==> src/rtl/jstk_spi_master.sv <==
`default_nettype none
// ---------------------------------------------------------------------------
// jstk_spi_master: SPI mode-0 master running one 5-byte joystick exchange. Rev 1.0
// ---------------------------------------------------------------------------
module jstk_spi_master #(
    parameter int SETUP_CYC = 2,
    parameter int GAP_CYC   = 10
) (
    input  logic        DCLK,
    input  logic        RST,
    input  logic        SNDREC,
    input  logic [39:0] DIN,
    input  logic        MISO,
    output logic        SS,
    output logic        SCLK,
    output logic        MOSI,
    output logic        BUSY,
    output logic        DONE,
    output logic [39:0] DOUT,
    output logic [9:0]  XPOS,
    output logic [9:0]  YPOS,
    output logic [2:0]  BTN
);

    typedef enum logic [2:0] {
        IDLE   = 3'd0,
        SETUP  = 3'd1,
        SHIFT  = 3'd2,
        GAP    = 3'd3,
        FINISH = 3'd4
    } state_t;

    localparam logic [15:0] SETUP_LAST = 16'(SETUP_CYC - 1);
    localparam logic [15:0] GAP_LAST   = 16'(GAP_CYC - 1);

    state_t      state;
    logic [39:0] tx_sr;
    logic [38:0] rx_sr;
    logic [39:0] tx_next;
    logic [39:0] rx_next;
    logic [2:0]  bit_cnt;
    logic [2:0]  byte_cnt;
    logic        phase;
    logic [15:0] cyc_cnt;

    // rx_next is the full 40-bit word once the last MISO bit has been sampled
    assign tx_next = {tx_sr[38:0], 1'b0};
    assign rx_next = {rx_sr, MISO};

    always_ff @(posedge DCLK) begin
        if (RST) begin
            state    <= IDLE;
            SS       <= 1'b1;
            SCLK     <= 1'b0;
            MOSI     <= 1'b0;
            BUSY     <= 1'b0;
            DONE     <= 1'b0;
            DOUT     <= '0;
            tx_sr    <= '0;
            rx_sr    <= '0;
            bit_cnt  <= '0;
            byte_cnt <= '0;
            phase    <= 1'b0;
            cyc_cnt  <= '0;
        end else begin
            DONE <= 1'b0;
            case (state)
                IDLE: begin
                    SS   <= 1'b1;
                    SCLK <= 1'b0;
                    MOSI <= 1'b0;
                    BUSY <= 1'b0;
                    if (SNDREC) begin
                        tx_sr    <= DIN;
                        rx_sr    <= '0;
                        SS       <= 1'b0;
                        BUSY     <= 1'b1;
                        byte_cnt <= '0;
                        bit_cnt  <= '0;
                        phase    <= 1'b0;
                        cyc_cnt  <= '0;
                        // A zero-length setup goes straight into the first bit
                        if (SETUP_CYC == 0) begin
                            state <= SHIFT;
                            MOSI  <= DIN[39];
                        end else begin
                            state <= SETUP;
                        end
                    end
                end
                SETUP: begin
                    if (cyc_cnt == SETUP_LAST) begin
                        state   <= SHIFT;
                        MOSI    <= tx_sr[39];
                        bit_cnt <= '0;
                        phase   <= 1'b0;
                    end else begin
                        cyc_cnt <= cyc_cnt + 16'd1;
                    end
                end
                SHIFT: begin
                    if (!phase) begin
                        SCLK  <= 1'b1;
                        phase <= 1'b1;
                    end else begin
                        SCLK  <= 1'b0;
                        phase <= 1'b0;
                        rx_sr <= rx_next[38:0];
                        tx_sr <= tx_next;
                        if (bit_cnt == 3'd7) begin
                            bit_cnt <= '0;
                            if (byte_cnt == 3'd4) begin
                                state <= FINISH;
                                SS    <= 1'b1;
                                MOSI  <= 1'b0;
                                DONE  <= 1'b1;
                                DOUT  <= rx_next;
                            end else begin
                                byte_cnt <= byte_cnt + 3'd1;
                                MOSI     <= tx_next[39];
                                if (GAP_CYC != 0) begin
                                    state   <= GAP;
                                    cyc_cnt <= '0;
                                end
                            end
                        end else begin
                            bit_cnt <= bit_cnt + 3'd1;
                            MOSI    <= tx_next[39];
                        end
                    end
                end
                GAP: begin
                    if (cyc_cnt == GAP_LAST) begin
                        state   <= SHIFT;
                        MOSI    <= tx_sr[39];
                        bit_cnt <= '0;
                        phase   <= 1'b0;
                    end else begin
                        cyc_cnt <= cyc_cnt + 16'd1;
                    end
                end
                FINISH: begin
                    state <= IDLE;
                    BUSY  <= 1'b0;
                end
                default: begin
                    state <= IDLE;
                end
            endcase
        end
    end

    assign XPOS = {DOUT[25:24], DOUT[39:32]};
    assign YPOS = {DOUT[9:8], DOUT[23:16]};
    assign BTN  = DOUT[2:0];

endmodule
`default_nettype wire
==> config.mk <==
export PLATFORM = sky130hd
export DESIGN_NAME = jstk_spi_master
export DESIGN_NICKNAME = d
export VERILOG_FILES = /design/src/rtl/jstk_spi_master.sv
export SDC_FILE = /design/constraint.sdc
export NUM_CORES = 1
export LEC_CHECK = 0
export CORE_UTILIZATION = 52
export CTS_CLUSTER_DIAMETER = 200
export DETAILED_ROUTE_END_ITERATION = 8
export PLACE_DENSITY = 0.79
export SETUP_SLACK_MARGIN = 0.15
export SYNTH_ARGS = -nofsm -noshare
export SYNTH_HDL_FRONTEND = slang
export SYNTH_SLANG_ARGS = --single-unit
==> constraint.sdc <==
create_clock -name DCLK -period 2.2 [get_ports DCLK]
set_input_delay 0.44 -clock DCLK [delete_from_list [all_inputs] [get_ports DCLK]]
set_output_delay 0.44 -clock DCLK [all_outputs]
set_load 0.02 [all_outputs]
==> results.ini <==
[timing]
period_share=0.8859
skew_ps=6.355
setup_viol=0
slew_viol_final=0
fin_crit_ps=1949
setup_ws_ps=251.1
fmax_mhz=513.1
tightestPinTransition_ps=912.0
slew_headroom=0.3913
hold_viol=0
rsz0062_at_grt=no

[route]
num_vias=5521
drt_wl_total_um=14500
drtIter0Drc=436
drc_errors=6
ant_nets=0
wl_per_cell_um=14.75
routed-wl-met2_um=7202
highest_layer=met4
met3WireLength_um=803
drt-pass1-iter-count=7
viasPerCell=5.616
drt-met1-wl_um=6363

[power_and_ir_drop]
clock_power_share=0.427
p_int_mw=4.515
irDropWorstVdd_mv=0.5404
leakagePower_nw=2.775
power_mw=5.963
p_per_area_nw_per_um2=762.9
comb_power_share=0.093
switching_share=0.2428
power.share.sequential=0.480
p_switching_mw=1.448

[layout]
utilization=0.6730
multiInputGateArea_um2=2820
layout-drive-gt1-share=0.07976
nFillCells=934
area_growth_pct=24.54
finalNetCount=880
regArea_um2=3003
diodes=0

[synth]
synth_flop_cell=dfxtp_1
synth_edf_count=0
synthAdderAreaFrac=0.01196
synthArstFlopShare=0
synth_area_um2=6276
synth_warnings=0
seq_area_frac_synth=0.4785
ys_ff_latch=150
synth_top_area_cell=dfxtp_1
syn_nets=812
yosysMostFrequentCell=nand2_1
synth_common_cells=nand2_1 (175), dfxtp_1 (150), nor2_1 (107)
synth_xor_area_frac=0.005582
avgSynthCellArea_um2=8.236
synth_compound_area_frac=0.2031
ys_types=49
synth_area_leaders=dfxtp_1 (48%), nand2_1 (10%), nor2_1 (6.4%)
syn_inst=762
synth_mux_area_frac=0.004785
post_synth_and_or_nand_nor_area_fraction=0.2199
synth_top_family_by_area=simple AND/OR/NAND/NOR gates
synth_top_area_frac=0.4785

[global_routing]
grt_pass1_vias=5146
grt_pass1_wl_um=23670
grt_remaining_overflow=0
grt_max_degree=89
antenna_found_initial=0
grt.total_usage=0.2330

[hold_path]
hold_class=input port to flip-flop

[die]
coreArea_um2=11610
num_rows=39
start_util=0.5404
dieArea_um2=12510
die_x_um=111.9
ios=112
fp.dieH_um=111.9

[worst_setup_path]
cp.arrival_ps=2250
cp-end-kind=flip-flop
path_max_fanout=12
worst_ep_required_time_ps=2500
worstSetupPathType=flip-flop to flip-flop
critPathLaunchType=flip-flop

[outcome]
status=finished, violations left
violations=design-rule violations

[place]
gp_congestion=0.8199
dp_hpwl_um=9073
dp_slack_ps=-99.79
io_buffer_count=111

[cts]
h-tree-depth=4
clk_pin_slew_ps=60
clock_latency_ps=420
clock-root-buffer=clkbuf_16
cts_buffer_depth=2
cts_tree=done
cts_made_buffers=17
cts.sinks=150

[job]
maxCapViolations=0

-- routing by layer --
metal,vias to the layer above,GRT usage
li1,2749,-
met1,2603,0.2817
met2,156,0.3996
met3,13,0.05607
met4,0,0.08919
met5,-,0
-- final cells by class --
| type | instances | share of cell area |
|---|---|---|
| tap | 143 | 0.02289 |
| sequential | 150 | 0.3842 |
| clock inverter | 8 | 0.007043 |
| timing repair buffer | 128 | 0.1618 |
| multi-input combinational | 524 | 0.3608 |
| clock buffer | 21 | 0.05891 |
| inverter | 9 | 0.004322 |
-- cells by family (layout without fill, tap and decap cells) --
family	Yosys count	in the layout
XOR/XNOR	4	4
multiplexers	3	3
adder cells (fa/ha/maj)	6	6
AO/OA/AOI/OAI	176	176
AND/OR/NAND/NOR	334	335
flip-flops	150	150
buffers and inverters	89	166
-- through the flow --
stage | hold WS, ps | instance area (um^2) | std cells | TNS [ps]
after floorplan | 431.6 | 6276 | 762 | 0
after global placement | 442.7 | 7282 | 952 | -23.75
after detailed placement | 451.2 | 7282 | 952 | -201.5
after CTS | 269.8 | 7797 | 981 | 0
after global routing | 283.7 | 7816 | 983 | 0
final | 281.9 | 7816 | 983 | 0
-- sequential cells by signal, indices dropped and copies added (netlist names), 3 cells and up --
signal / count
DOUT: 40
cyc_cnt: 16
state: 3
rx_sr: 39
byte_cnt: 3
bit_cnt: 3
tx_sr: 40
-- final timing paths --
kind	startpoint	endpoint	slack (ps)	cells past startpoint
setup reg to reg	bit_cnt[0]	cyc_cnt[6]	250	7
setup / recovery	bit_cnt[0]	cyc_cnt[6]	250	7
hold reg to reg	DOUT[4]	DOUT[4]	460	2
hold / removal	RST	phase	280	2
-- critical path, cell delays in order (launching register included) --
cell and delay (ps):
dfxtp_1 350, ha_1 160, ha_1 220, nand3_1 150
o221a_2 330, and2b_2 300, o21ai_0 210, o21ai_0 100
-- power by group through the flow --
stage / clock, mW / combinational (mW) / sequential (mW)
after floorplan: 0 / 0.372 / 2.91
after detailed placement: 0 / 0.542 / 2.92
final: 2.55 / 0.556 / 2.86
after CTS: 2.58 / 0.545 / 2.86
after global placement: 0 / 0.523 / 2.91
after global routing: 2.70 / 0.614 / 2.87
-- layout by cell type, fill, tap and decap left out, drive strengths merged, types with 3 or more instances in the layout --
cell	Yosys	final
clkbuf	26	21
and2	5	5
xor2	3	3
nor2	112	113
o21bai	3	3
nand4	7	7
a31oi	3	3
nand2	175	175
a311oi	39	39
ha	6	6
o21ai	16	16
nand3	13	13
a21oi	54	54
clkinvlp	0	3
dfxtp	150	150
o31ai	3	3
nor4	3	3
a22oi	43	43
a22o	3	3
clkdlybuf4s50	0	110
inv	9	9
nor3	7	7
clkinv	0	5
mux2i	3	3
buf	54	18
-- timing repair --
| item | 4_1_cts | 5_1_grt |
|---|---|---|
| buffers inserted | 0 | 1 |
| gates resized for setup | 0 | 2 |
| endpoints found under the hold margin | 0 | 0 |
| hold buffers | 0 | 0 |
| endpoints found under the setup margin | 0 | 27 |
(Power assumes the default switching activity.)
